==> src/rtl/dti_pkg.sv <==
// -----------------------------------------------------------------------------
// dti_pkg
//   Shared types and helpers for the DTI valid/ready link monitor.
//   - dti_mon_state_e : per-channel protocol tracking state
//   - dti_mon_err_t   : one-cycle violation events / sticky flag bundle
//   - sat_inc()       : saturating increment for counters up to SAT_W bits wide
// -----------------------------------------------------------------------------
package dti_pkg;

  // Widest counter the saturating helper can service.
  localparam int unsigned SAT_W = 64;

  typedef enum logic [1:0] {
    IDLE    = 2'd0,
    PEND    = 2'd1,
    EXPIRED = 2'd2
  } dti_mon_state_e;

  typedef struct packed {
    logic hold;
    logic stable;
    logic timeout;
  } dti_mon_err_t;

  // Increment value, clamping at 2**width-1. The caller widens its counter
  // to SAT_W bits on the way in and truncates back on the way out.
  function automatic logic [SAT_W-1:0] sat_inc(input logic [SAT_W-1:0] value,
                                               input int unsigned      width);
    logic [SAT_W-1:0] max_val;
    if (width >= SAT_W) begin
      max_val = '1;
    end else begin
      max_val = (SAT_W'(1) << width) - SAT_W'(1);
    end
    if (value >= max_val) begin
      return max_val;
    end
    return value + SAT_W'(1);
  endfunction

endpackage

==> src/rtl/dti_monitor_ch.sv <==
// -----------------------------------------------------------------------------
// dti_monitor_ch
//   Passive monitor for a single valid/ready/data link. Tracks the handshake
//   with a small FSM, captures the stalled data word, counts stall cycles
//   against TIMEOUT and keeps sticky error flags plus saturating counters.
//
// Ports
//   clk          rising-edge clock
//   rst          synchronous active-high reset
//   enable       1 = record errors and count; FSM tracks regardless
//   clear        zero flags and counters (wins over same-cycle events)
//   data         snooped data word
//   valid        snooped valid
//   ready        snooped ready
//   err_hold     sticky: valid dropped before handshake
//   err_stable   sticky: data changed while stalled
//   err_timeout  sticky: stall reached TIMEOUT cycles
//   pending      FSM is not IDLE (unacknowledged valid outstanding)
//   xfer_cnt     saturating count of valid & ready cycles
//   stall_cnt    saturating count of valid & !ready cycles
// -----------------------------------------------------------------------------
module dti_monitor_ch
  import dti_pkg::*;
#(
  parameter int W_DATA  = 64,
  parameter int TIMEOUT = 1024,
  parameter int W_CNT   = 32
) (
  input  logic              clk,
  input  logic              rst,
  input  logic              enable,
  input  logic              clear,
  input  logic [W_DATA-1:0] data,
  input  logic              valid,
  input  logic              ready,
  output logic              err_hold,
  output logic              err_stable,
  output logic              err_timeout,
  output logic              pending,
  output logic [W_CNT-1:0]  xfer_cnt,
  output logic [W_CNT-1:0]  stall_cnt
);

  localparam bit TIMEOUT_EN = (TIMEOUT > 0);
  localparam int W_WAIT     = (TIMEOUT > 0) ? $clog2(TIMEOUT + 1) : 1;

  // wait_cnt holds (stall samples seen - 1); reaching TIMEOUT-1 on a fresh
  // stall sample means this sample is the TIMEOUT-th one.
  localparam logic [W_WAIT-1:0] WAIT_LAST = TIMEOUT_EN ? W_WAIT'(TIMEOUT - 1) : '0;

  dti_mon_state_e    state_q, state_d;
  logic [W_WAIT-1:0] wait_q, wait_d;
  logic [W_DATA-1:0] cap_q, cap_d;
  dti_mon_err_t      ev;
  dti_mon_err_t      err_q;
  logic              xfer;
  logic              stall;

  assign xfer  = valid & ready;
  assign stall = valid & ~ready;

  // Next-state and violation detection. Stable and timeout checks are
  // evaluated independently so one stall sample can raise both.
  always_comb begin
    state_d = state_q;
    wait_d  = wait_q;
    cap_d   = cap_q;
    ev      = '0;

    case (state_q)
      IDLE: begin
        if (stall) begin
          state_d = PEND;
          cap_d   = data;
          wait_d  = W_WAIT'(1);
        end
      end

      PEND, EXPIRED: begin
        if (!valid) begin
          state_d = IDLE;
          ev.hold = 1'b1;
        end else if (ready) begin
          state_d = IDLE;
        end else begin
          if (data != cap_q) begin
            ev.stable = 1'b1;
            cap_d     = data;
          end
          // EXPIRED never re-arms the timeout until the channel goes IDLE.
          if (TIMEOUT_EN && (state_q == PEND)) begin
            if (wait_q >= WAIT_LAST) begin
              state_d    = EXPIRED;
              ev.timeout = 1'b1;
            end else begin
              wait_d = wait_q + 1'b1;
            end
          end
        end
      end

      default: begin
        state_d = IDLE;
      end
    endcase
  end

  always_ff @(posedge clk) begin
    if (rst) begin
      state_q <= IDLE;
      wait_q  <= '0;
      cap_q   <= '0;
    end else begin
      state_q <= state_d;
      wait_q  <= wait_d;
      cap_q   <= cap_d;
    end
  end

  // Flags and counters freeze while disabled; clear shares the reset path
  // so an event in the clear cycle is dropped.
  always_ff @(posedge clk) begin
    if (rst || clear) begin
      err_q     <= '0;
      xfer_cnt  <= '0;
      stall_cnt <= '0;
    end else if (enable) begin
      err_q.hold    <= err_q.hold    | ev.hold;
      err_q.stable  <= err_q.stable  | ev.stable;
      err_q.timeout <= err_q.timeout | ev.timeout;
      if (xfer) begin
        xfer_cnt <= W_CNT'(sat_inc(SAT_W'(xfer_cnt), W_CNT));
      end
      if (stall) begin
        stall_cnt <= W_CNT'(sat_inc(SAT_W'(stall_cnt), W_CNT));
      end
    end
  end

  assign err_hold    = err_q.hold;
  assign err_stable  = err_q.stable;
  assign err_timeout = err_q.timeout;
  assign pending     = (state_q != IDLE);

endmodule

==> src/rtl/dti_monitor.sv <==
// -----------------------------------------------------------------------------
// dti_monitor
//   Multi-channel passive monitor for DTI valid/ready/data links. One
//   dti_monitor_ch per channel; this level packs the per-channel results and
//   registers a global error summary.
//
// Ports
//   clk          rising-edge clock
//   rst          synchronous active-high reset
//   enable       1 = checks and counters active
//   clear        1-cycle pulse clearing flags and counters
//   mon_data     N_CH*W_DATA snooped data, channel i at [i*W_DATA +: W_DATA]
//   mon_valid    N_CH snooped valid
//   mon_ready    N_CH snooped ready
//   err_hold     N_CH sticky valid-dropped flags
//   err_stable   N_CH sticky data-changed-while-stalled flags
//   err_timeout  N_CH sticky stall-timeout flags
//   err_any      registered OR of every error flag
//   pending      N_CH channel holds an unacknowledged valid
//   xfer_cnt     N_CH*W_CNT saturating handshake counters
//   stall_cnt    N_CH*W_CNT saturating stall counters
// -----------------------------------------------------------------------------
module dti_monitor
  import dti_pkg::*;
#(
  parameter int W_DATA  = 64,
  parameter int N_CH    = 1,
  parameter int TIMEOUT = 1024,
  parameter int W_CNT   = 32
) (
  input  logic                   clk,
  input  logic                   rst,
  input  logic                   enable,
  input  logic                   clear,
  input  logic [N_CH*W_DATA-1:0] mon_data,
  input  logic [N_CH-1:0]        mon_valid,
  input  logic [N_CH-1:0]        mon_ready,
  output logic [N_CH-1:0]        err_hold,
  output logic [N_CH-1:0]        err_stable,
  output logic [N_CH-1:0]        err_timeout,
  output logic                   err_any,
  output logic [N_CH-1:0]        pending,
  output logic [N_CH*W_CNT-1:0]  xfer_cnt,
  output logic [N_CH*W_CNT-1:0]  stall_cnt
);

  for (genvar i = 0; i < N_CH; i++) begin : g_ch
    dti_monitor_ch #(
      .W_DATA  (W_DATA),
      .TIMEOUT (TIMEOUT),
      .W_CNT   (W_CNT)
    ) u_ch (
      .clk         (clk),
      .rst         (rst),
      .enable      (enable),
      .clear       (clear),
      .data        (mon_data[i*W_DATA +: W_DATA]),
      .valid       (mon_valid[i]),
      .ready       (mon_ready[i]),
      .err_hold    (err_hold[i]),
      .err_stable  (err_stable[i]),
      .err_timeout (err_timeout[i]),
      .pending     (pending[i]),
      .xfer_cnt    (xfer_cnt[i*W_CNT +: W_CNT]),
      .stall_cnt   (stall_cnt[i*W_CNT +: W_CNT])
    );
  end

  // Built from the registered flags, so it trails them by one cycle.
  always_ff @(posedge clk) begin
    if (rst) begin
      err_any <= 1'b0;
    end else begin
      err_any <= (|err_hold) | (|err_stable) | (|err_timeout);
    end
  end

endmodule
==> config.mk <==
export PLATFORM = sky130hd
export DESIGN_NAME = dti_monitor
export DESIGN_NICKNAME = d
export VERILOG_FILES = /design/src/rtl/dti_pkg.sv /design/src/rtl/dti_monitor_ch.sv /design/src/rtl/dti_monitor.sv
export SDC_FILE = /design/constraint.sdc
export NUM_CORES = 1
export LEC_CHECK = 0
export BUFFER_PORTS_ARGS = -buffer_cell sky130_fd_sc_hd__buf_2
export CORE_UTILIZATION = 45
export CTS_CLUSTER_SIZE = 28
export DETAILED_ROUTE_END_ITERATION = 12
export HOLD_SLACK_MARGIN = 0.02
export PLACE_DENSITY = 0.66
export SLEW_MARGIN = 20
export SYNTH_ARGS = -nofsm -noshare
export SYNTH_HDL_FRONTEND = slang
export SYNTH_SLANG_ARGS = --single-unit
==> constraint.sdc <==
create_clock -name clk -period 4.74 [get_ports clk]
set_input_delay 0.237 -clock clk [delete_from_list [all_inputs] [get_ports clk]]
set_output_delay 0.237 -clock clk [all_outputs]
set_load 0.05 [all_outputs]
==> results of run 1 <==
-- metal layers --
layer	wire (um)	global-route usage
met1	9307	0.3078
met4	135	0.05930
met5	0	0
met2	8719	0.3264
met3	956	0.04800
-- placed cells by master, fill, tap and decap left out, types with 3 or more instances in the layout --
cell type,count
sky130_fd_sc_hd__a41oi_1,3
sky130_fd_sc_hd__dfxtp_1,145
sky130_fd_sc_hd__buf_2,138
sky130_fd_sc_hd__and4_1,10
sky130_fd_sc_hd__and3_1,15
sky130_fd_sc_hd__a21oi_1,105
sky130_fd_sc_hd__nor2_1,20
sky130_fd_sc_hd__or3_1,9
sky130_fd_sc_hd__ha_1,7
sky130_fd_sc_hd__nor4_1,24
sky130_fd_sc_hd__nor3_1,17
sky130_fd_sc_hd__xor2_1,84
sky130_fd_sc_hd__nand3_2,3
sky130_fd_sc_hd__o21ai_1,3
sky130_fd_sc_hd__a211oi_1,3
sky130_fd_sc_hd__buf_4,8
sky130_fd_sc_hd__a21o_1,67
sky130_fd_sc_hd__and2_1,7
sky130_fd_sc_hd__nand3b_1,65
sky130_fd_sc_hd__xnor2_1,29
sky130_fd_sc_hd__a21oi_2,18
sky130_fd_sc_hd__clkbuf_16,17
sky130_fd_sc_hd__bufinv_16,4
sky130_fd_sc_hd__nand3_1,23
sky130_fd_sc_hd__o21ai_0,8
sky130_fd_sc_hd__mux2i_1,5
sky130_fd_sc_hd__nand2_1,99
sky130_fd_sc_hd__nor4_4,3
sky130_fd_sc_hd__a31oi_1,8
sky130_fd_sc_hd__nand4_2,3
sky130_fd_sc_hd__clkinv_2,3
sky130_fd_sc_hd__nand4_1,20
sky130_fd_sc_hd__inv_1,14
sky130_fd_sc_hd__o211a_1,3
-- final cells by class --
type,count,area (um2)
Inverter,14,52.55
Clock buffer,18,439.2
Tap cell,220,275.3
Sequential cell,145,2903
Fill cell,1591,7569
Multi-Input combinational cell,693,4644
Timing Repair Buffer,146,750.7
Clock inverter,13,185.2
-- report_power, final --
group / leakage, nW / internal, mW / switching (mW) / total, mW
Combinational: 2.70 / 0.205 / 0.274 / 0.479
Clock: 0.303 / 0.894 / 0.538 / 1.43
Sequential: 1.18 / 1.29 / 0.0442 / 1.33
Total: 4.18 / 2.39 / 0.855 / 3.24
-- worst paths after layout --
check | end | cells past startpoint | start | slack [ns]
setup / recovery | g_ch[0].u_ch.cap_q[60] | 8 | g_ch[0].u_ch.state_q[0] | 1.91
hold / removal | g_ch[0].u_ch.cap_q[22] | 2 | mon_data[22] | 0.05
setup reg to reg | g_ch[0].u_ch.cap_q[60] | 8 | g_ch[0].u_ch.state_q[0] | 1.91
hold reg to reg | g_ch[0].u_ch.xfer_cnt[28] | 2 | g_ch[0].u_ch.xfer_cnt[28] | 0.49
-- through the flow --
stage                     cell area [um2]  utilization  power [mW]  hold slack [ns]
after floorplan                      7859            -       1.697           0.3470
after global placement               8626       0.5129       1.836           0.4742
after detailed placement             8626       0.5129       1.841           0.4767
after CTS                            9250       0.5500       3.278          0.02970
after global routing                 9250       0.5500       3.385          0.04182
final                                9250       0.5500       3.244          0.04542
-- cells in the mapped netlist, types with 7 or more instances --
library cell               count  area share
sky130_fd_sc_hd__clkbuf_1     42       0.020
sky130_fd_sc_hd__buf_2         7      0.0045
sky130_fd_sc_hd__and3_1       15       0.012
sky130_fd_sc_hd__xor2_1       84       0.094
sky130_fd_sc_hd__xnor2_1      29       0.032
sky130_fd_sc_hd__nor4_1       24       0.019
sky130_fd_sc_hd__or3_1         9      0.0072
sky130_fd_sc_hd__and2_1        7      0.0056
sky130_fd_sc_hd__nand2_1      99       0.047
sky130_fd_sc_hd__a31oi_1       8      0.0064
sky130_fd_sc_hd__a21oi_1     105       0.067
sky130_fd_sc_hd__nand3_1      23       0.015
sky130_fd_sc_hd__and4_1       10       0.011
sky130_fd_sc_hd__dfxtp_1     145        0.37
sky130_fd_sc_hd__inv_1        14      0.0067
sky130_fd_sc_hd__a21o_1       67       0.064
sky130_fd_sc_hd__nor2_1       22       0.011
sky130_fd_sc_hd__o21ai_0       9      0.0057
sky130_fd_sc_hd__a21oi_2      18       0.020
sky130_fd_sc_hd__ha_1          8       0.013
sky130_fd_sc_hd__nor3_1       17       0.011
sky130_fd_sc_hd__nand3b_1     65       0.062
sky130_fd_sc_hd__nand4_1      20       0.016
-- critical path, stage by stage (launching register included) --
cell	delay, ns
sky130_fd_sc_hd__dfxtp_1	0.38
sky130_fd_sc_hd__inv_1	0.10
sky130_fd_sc_hd__ha_2	0.71
sky130_fd_sc_hd__nor2_1	0.18
sky130_fd_sc_hd__nor2_4	0.55
sky130_fd_sc_hd__buf_4	0.38
sky130_fd_sc_hd__nand3b_1	0.12
sky130_fd_sc_hd__a21oi_1	0.20
sky130_fd_sc_hd__a21o_1	0.11
-- cell families after synthesis --
group	synth area share
simple gates	0.2531
buf+inv	0.04330
xor+xnor	0.1259
flops	0.3694
compound gates	0.1891
mux	0.006369
fa+ha+maj	0.01274
-- flip-flops by register name (all words and copies together), names as in the netlist --
| signal | cells |
|---|---|
| g_ch.u_ch.cap_q | 64 |
| g_ch.u_ch.stall_cnt | 32 |
| g_ch.u_ch.xfer_cnt | 32 |
| g_ch.u_ch.wait_q | 11 |
| g_ch.u_ch.state_q | 2 |
| err_any | 1 |
| g_ch.u_ch.err_hold | 1 |
| g_ch.u_ch.err_stable | 1 |
| g_ch.u_ch.err_timeout | 1 |
==> reports/metrics.yaml, run 1 <==
cts:
  insertion_delay_ns: 0.42
  cts-htree-levels: 4
  clkSinkCount: 145
  clkTransAtPathRegs_ns: 0.06
  cts_max_path_buffers: 2
  ctsHoldBuffers: 0
  cts_setup_buffers: 0
  cts-resized-gates: 0
  numCtsBuffers: 17
  clock_tree_from_tritoncts: "yes"
  clock-root-buffer: "sky130_fd_sc_hd__clkbuf_16"
die:
  fp-row-count: 47
  die_height_um: 134.2
  effective_utilization_at_floorplan: 0.4673
  pin_count: 139
  core_area_um2: 16820
  chipWidth_um: 134.2
  floorplan.die_area_um2: 18000
placement:
  placement.io_buffers: 138
  dp.cells: 1218
  gpl.final_weighted_congestion: 0.7848
  place_hpwl_um: 12750
  dp_worst_setup_slack_ns: 1.942
sta:
  slew-limit-headroom: 0.3067
  count_of_final_setup_violators: 0
  finalHoldViolations: 0
  finalCritPeriodShare: 0.5974
  fin_skew_ns: 0.01162
  setup_slack_ns: 1.908
  worst_slew_pin_slew_ns: 1.040
  drv_slew: 0
  timing.final.crit_period_ns: 2.832
  unrepaired_setup_endpoints_after_global_routing: "false"
  maxClockFrequency_mhz: 353.2
  fin_setup_tns_ns: 0
cells_and_area:
  design.final.nets: 1095
  final_cells: 1249
  proportion_of_layout_cells_with_a_drive_suffix_above_1: 0.2119
  insertedDiodeCount: 0
  synthToLayoutAreaGrowth_pct: 17.70
worst_hold_path:
  classification_of_the_worst_slack_hold_path: "in2reg"
outcome:
  status: "completed"
global_route:
  total_grt_overflow: 0
  grt_start_max_net_pins: 81
  wire_length_of_the_first_global_routing_pass_um: 31220
  grt_antenna_before_repair: 0
  vias_in_the_first_global_route: 6080
  global_routing_usage_summed_across_all_routing_layers: 0.2160
setup_path:
  endpoint_kind: "register"
  arrival_ns: 3.20
  criticalPathCategory: "reg2reg"
  critPathLaunchType: "register"
  critical_path.max_fanout: 39
  cp.required_ns: 5.11
logic_synthesis:
  synth.lib_cells_used.distinct: 56
  syn_inst: 911
  synth_nets: 989
  synthArstFlopShare: 0
  syn_area_per_cell_um2: 8.627
  synth-warning-count: 0
  synth_seq_cells: 145
  number_of_flops_mapped_to_enable_cells_by_yosys: 0
  synth-main-ff-cell: "sky130_fd_sc_hd__dfxtp_1"
  sequential_fraction_of_the_synthesis_area: 0.3694
  post_synth_instance_area_um2: 7859
drt:
  ant_nets: 0
  drc: 0
  detail_route.vias_per_cell: 5.464
  via_count: 6824
  detail_route.wirelength_um: 19120
  drt_iter0_markers: 371
  detail_route.wl_per_cell_um: 15.31
  drt_pre_antenna_iters: 4
power:
  worst_ir_drop_vdd_mv: 0.2724
  power.static_leakage_nw: 4.182
  powerDensity_nw_per_um2: 350.7
job:
  max_cap_viol_count: 0
Note: power is estimated with default switching activity, not from simulation.
==> run 2, diff against run 1 <==
- clock period: 4.74 -> 2.7 ns (I/O delays scaled with it)
==> run 2 against run 1 <==
  * Cell count grew 5.7%
  * Sequential power grew 76%
  * Utilization grew 4.6 points
  * Worst hold slack gained 0.022 ns
  * Via count grew 4.8%
  * Critical path depth shrank 1
  * Clock power grew 86%
  * Total power grew 83%
==> reports/metrics.yaml, run 2 (same netlist as run 1, synthesis figures left out) <==
sta:
  finalHoldViolations: 0  # unchanged
  unrepaired_setup_endpoints_after_global_routing: "false"
  drv_slew: 0  # unchanged
  count_of_final_setup_violators: 0  # unchanged
  fin_setup_tns_ns: 0  # unchanged
  slew-limit-headroom: 0.4118  # +0.1051
  worst_slew_pin_slew_ns: 0.8823  # -0.1577 ns
  fin_skew_ns: 0.007106  # -0.004519 ns
  maxClockFrequency_mhz: 433.4  # +23%
  timing.final.crit_period_ns: 2.307  # -0.5244 ns
  finalCritPeriodShare: 0.8545  # +0.2571
cells_and_area:
  proportion_of_layout_cells_with_a_drive_suffix_above_1: 0.2027  # -0.009129
  layout.area.seq_um2: 2903  # unchanged
  multi_input_area_um2: 4644  # unchanged
  fillers: 1509  # -5.2%
  design.final.nets: 1165  # +6.4%
  synthToLayoutAreaGrowth_pct: 27.48
  final_common_cell: "sky130_fd_sc_hd__dfxtp_1"
  largest_reg_flops: 64  # unchanged
  mostFrequentLayoutCells: "sky130_fd_sc_hd__dfxtp_1 (145), sky130_fd_sc_hd__buf_2 (138), sky130_fd_sc_hd__a21oi_1 (105), sky130_fd_sc_hd__nand2_1 (99), sky130_fd_sc_hd__xor2_1 (84)"
  insertedDiodeCount: 0  # unchanged
  postLayoutCellArea_um2: 10020  # +8.3%
  registers.top_by_ff_count: "g_ch.u_ch.cap_q"
  layout_top_registers: "g_ch.u_ch.cap_q: 64 flops, g_ch.u_ch.stall_cnt: 32 flops, g_ch.u_ch.xfer_cnt: 32 flops"
cts:
  insertion_delay_ns: 0.42  # about the same
  numCtsBuffers: 17  # unchanged
  clkTransAtPathRegs_ns: 0.06  # about the same
  cts-htree-levels: 4  # unchanged
  clock_tree_from_tritoncts: "yes"
  clkSinkCount: 145  # unchanged
  cts-resized-gates: 0  # unchanged
  cts_setup_buffers: 0  # unchanged
  cts_max_path_buffers: 2  # unchanged
  clock-root-buffer: "sky130_fd_sc_hd__clkbuf_16"
global_route:
  global_routing_usage_summed_across_all_routing_layers: 0.2260  # +0.01000
  grt_start_max_net_pins: 80  # -1.2%
  wire_length_of_the_first_global_routing_pass_um: 33050  # +5.9%
  grt_antenna_before_repair: 0  # unchanged
  total_grt_overflow: 0  # unchanged
  vias_in_the_first_global_route: 6688  # +10%
setup_path:
  timing.critical_path.cells: "inv_1 > ha_2 > buf_4 > nor3b_1 > o21ai_1 > or3b_2 > a21oi_1"
  critPathLaunchType: "register"
  crit_path_top_delay_cell: "sky130_fd_sc_hd__or3b_2"
  critical_path.max_fanout: 12  # -69%
  cp.required_ns: 3.05  # -2.06 ns
  setup.worst_path.start: "g_ch[0].u_ch.state_q[0]"
  path_buf_inv: 2  # unchanged
  path_delay_family: "simple AND/OR/NAND/NOR gates"
  critPathMaxStageDelay_ns: 0.51  # -0.20 ns
  reg2reg_from: "g_ch[0].u_ch.state_q[0]"
  endpoint_kind: "register"
  arrival_ns: 2.65  # -0.55 ns
  criticalPathCategory: "reg2reg"
placement:
  dp_area_um2: 8681  # +0.64%
  gpl.final_weighted_congestion: 0.7696  # -1.9%
  placement.io_buffers: 138  # unchanged
  place_hpwl_um: 12810  # +0.42%
power:
  switching_power_mw: 1.538  # +80%
  switching_share: 0.2592  # -0.004478
  worst_ir_drop_vdd_mv: 0.4563  # +68%
  power_report.internal_total_mw: 4.395  # +84%
  power.static_leakage_nw: 4.511  # +7.9%
  powerDensity_nw_per_um2: 592.2  # +69%
  clockPowerShare: 0.448  # +0.007
  totalPowerFinal_mw: 5.933  # +83%
  pwr-share-seq: 0.395  # -0.016
  combinational_power_share: 0.157  # +0.009
die:
  chipWidth_um: 134.2  # unchanged
  core_area_um2: 16820  # unchanged
  die_height_um: 134.2  # unchanged
  pin_count: 139  # unchanged
  fp-row-count: 47  # unchanged
  effective_utilization_at_floorplan: 0.4673  # unchanged
  floorplan.die_area_um2: 18000  # unchanged
worst_hold_path:
  classification_of_the_worst_slack_hold_path: "in2reg"
  min-delay-start: "mon_valid"
drt:
  drt_iter0_markers: 461  # +24%
  detail_route.wirelength_um: 20030  # +4.8%
  via_count: 7151  # +4.8%
  drc: 0  # unchanged
  detail_route.vias_per_cell: 5.417  # -0.84%
  drt_pre_antenna_iters: 5  # +1
  detail_route.wl_per_cell_um: 15.18  # -0.87%
  ant_nets: 0  # unchanged
job:
  max_cap_viol_count: 0  # unchanged
outcome:
  status: "completed"
-- run 2: cell types whose count changed in the layout (fill, tap and decap cells not counted), sizes merged --
cell	delta
buf	+5
bufinv	+1
clkbuf	+2
clkinv	-2
clkinvlp	-1
dlygate4sd3	+65
inv	+1
-- run 2: cell type report --
cell class	instances	share of cell area
inverter	14	0.005245
sequential	145	0.2897
multi-input combinational	693	0.4636
timing repair buffer	216	0.1481
clock inverter	12	0.02023
clock buffer	20	0.04558
tap	220	0.02748
-- run 2: repair_timing --
item,CTS,global route
hold endpoints to repair,65,0
endpoints found under the setup margin,0,0
hold buffers,65,0
-- run 2: through the flow --
step	hold slack, ns	setup slack (ns)	utilization	instances
after CTS	0.04872	0.2955	0.5940	1319
after detailed placement	0.3724	0.3137	0.5161	1222
after global placement	0.3691	0.3703	0.5161	1222
after floorplan	0.2450	0.5122	-	911
after global routing	0.08808	0.2336	0.5957	1320
final	0.06756	0.3929	0.5957	1320
-- run 2: final timing paths --
| kind | to | slack [ns] | cells after the start |
|---|---|---|---|
| setup reg to reg | g_ch[0].u_ch.wait_q[4] | 0.39 | 7 |
| hold / removal | g_ch[0].u_ch.err_hold | 0.07 | 4 |
| hold reg to reg | g_ch[0].u_ch.wait_q[1] | 0.48 | 2 |
| setup / recovery | g_ch[0].u_ch.wait_q[4] | 0.39 | 7 |
-- run 2: power groups by stage --
stage | registers, mW | logic, mW | clock network (mW)
6_report | 2.34 | 0.934 | 2.66
3_3_place_gp | 2.38 | 0.844 | 0
3_5_place_dp | 2.39 | 0.848 | 0
5_1_grt | 2.36 | 1.03 | 2.79
4_1_cts | 2.34 | 0.930 | 2.70
2_1_floorplan | 2.38 | 0.595 | 0
-- run 2: worst min-delay path, cell delays in order --
cell and delay, ns:
sky130_fd_sc_hd__buf_2 0.12, sky130_fd_sc_hd__inv_1 0.05, sky130_fd_sc_hd__a31oi_1 0.07, sky130_fd_sc_hd__nor2_1 0.07
-- run 2: routing by layer --
layer / vias to the layer above / wire, um / part of all wire / track usage
li1: 3592 / - / - / -
met1: 3383 / 9472 / 0.47 / 0.3029
met2: 153 / 9444 / 0.47 / 0.3661
met3: 23 / 911 / 0.045 / 0.05253
met4: 0 / 203 / 0.010 / 0.05556
met5: - / 0 / 0 / 0
==> run 3, diff against run 2 <==
==> constraint.sdc (replaced) <==
create_clock -name clk -period 2.7 [get_ports clk]
set_input_delay 0.54 -clock clk [delete_from_list [all_inputs] [get_ports clk]]
set_output_delay 0.54 -clock clk [all_outputs]
set_load 0.05 [all_outputs]
==> run 3 against run 2 <==
  * Flip-flop and latch count unchanged
  * Combinational power down 8.4%
  * First-iteration DRC count up 0.22%
  * Clock power up 12%
  * Non-clock buffer count down 61
  * Cell count down 4.5%
  * Critical path type unchanged
  * Global-route usage down 0.94 points
  * Sequential share of layout area up 1.7 points
  * Largest cell class unchanged
  * Count of clock-buffer cells in the layout down 1
  * Total power up 4.1%
==> reports/metrics.yaml, run 3 (same netlist as run 1, synthesis figures left out) <==
worst_hold_path:
  classification_of_the_worst_slack_hold_path: "in2reg"
sta:
  fin_skew_ns: 0.009983  # +0.002877 ns
  count_of_final_setup_violators: 0  # unchanged
  worst_slew_pin_slew_ns: 0.7191  # -0.1632 ns
  timing.final.crit_period_ns: 2.199  # -0.1084 ns
  final.hold.worst_slack_ns: 0.3575  # +0.2900 ns
  drv_slew: 0  # unchanged
  slew-limit-headroom: 0.5206  # +0.1088
  maxClockFrequency_mhz: 454.8  # +4.9%
  finalCritPeriodShare: 0.8143  # -0.04016
  setup_slack_ns: 0.5013  # +0.1084 ns
  fin_setup_tns_ns: 0  # unchanged
  unrepaired_setup_endpoints_after_global_routing: "false"
  finalHoldViolations: 0  # unchanged
cells_and_area:
  synthToLayoutAreaGrowth_pct: 20.51
  largest_reg_flops: 64  # unchanged
  mostFrequentLayoutCells: "sky130_fd_sc_hd__dfxtp_1 (145), sky130_fd_sc_hd__buf_2 (138), sky130_fd_sc_hd__a21oi_1 (105), sky130_fd_sc_hd__nand2_1 (99), sky130_fd_sc_hd__xor2_1 (84)"
  postLayoutCellArea_um2: 9470  # -5.5%
  final_common_cell: "sky130_fd_sc_hd__dfxtp_1"
  multi_input_area_um2: 4647  # about the same
  fillers: 1592  # +5.5%
  registers.top_by_ff_count: "g_ch.u_ch.cap_q"
  layout_top_registers: "g_ch.u_ch.cap_q: 64 flops, g_ch.u_ch.stall_cnt: 32 flops, g_ch.u_ch.xfer_cnt: 32 flops"
  design.final.nets: 1104  # -5.2%
  layout.area.seq_um2: 2903  # unchanged
  final_core_util: 0.5631  # -0.03258
  proportion_of_layout_cells_with_a_drive_suffix_above_1: 0.2185  # +0.01575
global_route:
  grt_antenna_before_repair: 2  # +2
  grt_start_max_net_pins: 65  # -19%
  total_grt_overflow: 0  # unchanged
  vias_in_the_first_global_route: 6385  # -4.5%
  global_routing_usage_summed_across_all_routing_layers: 0.2166  # -0.009425
  wire_length_of_the_first_global_routing_pass_um: 31480  # -4.7%
drt:
  via_count: 6891  # -3.6%
  ant_nets: 0  # unchanged
  drt_iter0_markers: 462  # +0.22%
  detail_route.vias_per_cell: 5.469  # +0.95%
  drc: 0  # unchanged
  detail_route.wirelength_um: 19560  # -2.4%
  drt_pre_antenna_iters: 5  # unchanged
  detail_route.wl_per_cell_um: 15.52  # +2.3%
cts:
  numCtsBuffers: 17  # unchanged
  cts-htree-levels: 4  # unchanged
  insertion_delay_ns: 0.42  # about the same
  ctsHoldBuffers: 0  # -100%
  cts_max_path_buffers: 2  # unchanged
  clock-root-buffer: "sky130_fd_sc_hd__clkbuf_16"
  clkTransAtPathRegs_ns: 0.06  # about the same
  clkSinkCount: 145  # unchanged
  cts_setup_buffers: 0  # unchanged
  clock_tree_from_tritoncts: "yes"
  cts-resized-gates: 0  # unchanged
placement:
  dp_area_um2: 8718  # +0.43%
  dp_worst_setup_slack_ns: 0.4088  # +0.09510 ns
  place_hpwl_um: 13220  # +3.2%
  gpl.final_weighted_congestion: 0.8079  # +5.0%
  placement.io_buffers: 138  # unchanged
die:
  pin_count: 139  # unchanged
  die_height_um: 134.2  # unchanged
  core_area_um2: 16820  # unchanged
  effective_utilization_at_floorplan: 0.4673  # unchanged
  floorplan.die_area_um2: 18000  # unchanged
  chipWidth_um: 134.2  # unchanged
  fp-row-count: 47  # unchanged
setup_path:
  path_buf_inv: 2  # unchanged
  arrival_ns: 2.54  # -0.11 ns
  path_delay_family: "compound AO/OA/AOI/OAI gates"
  crit_path_top_delay_cell: "sky130_fd_sc_hd__dfxtp_1"
  cp.required_ns: 3.04  # about the same
  critical_path.max_fanout: 18  # +6
  critPathMaxStageDelay_ns: 0.38  # -0.13 ns
  critPathLaunchType: "register"
  endpoint_kind: "register"
  timing.critical_path.cells: "inv_1 > ha_2 > buf_4 > nor2_1 > o21ba_2 > o21ai_1 > o21ai_0 > a21oi_1"
  criticalPathCategory: "reg2reg"
power:
  power.static_leakage_nw: 4.290  # -4.9%
  worst_ir_drop_vdd_mv: 0.5474  # +20%
  powerDensity_nw_per_um2: 652.2  # +10%
job:
  max_cap_viol_count: 0  # unchanged
outcome:
  status: "completed"
-- run 3: worst reg2reg max path, cell delays in order (launching register included) --
cell and delay (ns):
sky130_fd_sc_hd__dfxtp_1 0.38, sky130_fd_sc_hd__inv_1 0.10, sky130_fd_sc_hd__ha_2 0.37, sky130_fd_sc_hd__buf_4 0.23, sky130_fd_sc_hd__nor2_1 0.12, sky130_fd_sc_hd__o21ba_2 0.23
sky130_fd_sc_hd__o21ai_1 0.36, sky130_fd_sc_hd__o21ai_0 0.19, sky130_fd_sc_hd__a21oi_1 0.16
-- run 3: path summary, 6_finish.rpt --
check | start | endpoint | slack, ns | cells after the start
max | g_ch[0].u_ch.state_q[0] | g_ch[0].u_ch.wait_q[4] | 0.50 | 8
min | mon_data[7] | g_ch[0].u_ch.cap_q[7] | 0.36 | 2
max reg2reg | g_ch[0].u_ch.state_q[0] | g_ch[0].u_ch.wait_q[4] | 0.50 | 8
min reg2reg | g_ch[0].u_ch.xfer_cnt[28] | g_ch[0].u_ch.xfer_cnt[28] | 0.49 | 2
-- run 3: area by class of cell --
type / count / share of cell area
Clock buffer: 19 / 0.04677
Inverter: 14 / 0.005549
Sequential cell: 145 / 0.3065
Clock inverter: 13 / 0.03210
Antenna cell: 1 / 0.0002642
Tap cell: 220 / 0.02907
Timing Repair Buffer: 155 / 0.08905
Multi-Input combinational cell: 693 / 0.4907
-- run 3: layer usage --
metal,track usage,wire length [um],vias to the layer above
met1,0.2911,9156,3242
met4,0.06554,207,2
met2,0.3466,9241,156
met3,0.04724,939,17
li1,-,-,3474
met5,0,13,-
-- run 3: through the flow --
step / std cells / power, mW
after floorplan: 911 / 2.980
after global placement: 1227 / 3.233
after detailed placement: 1227 / 3.247
after CTS: 1259 / 6.231
after global routing: 1260 / 6.415
final: 1260 / 6.176
-- run 3: report_power, final --
group	internal, mW	leakage [nW]	switching [mW]
combinational	0.374	2.75	0.483
sequential	2.26	1.18	0.0791
clock	2.05	0.358	0.931
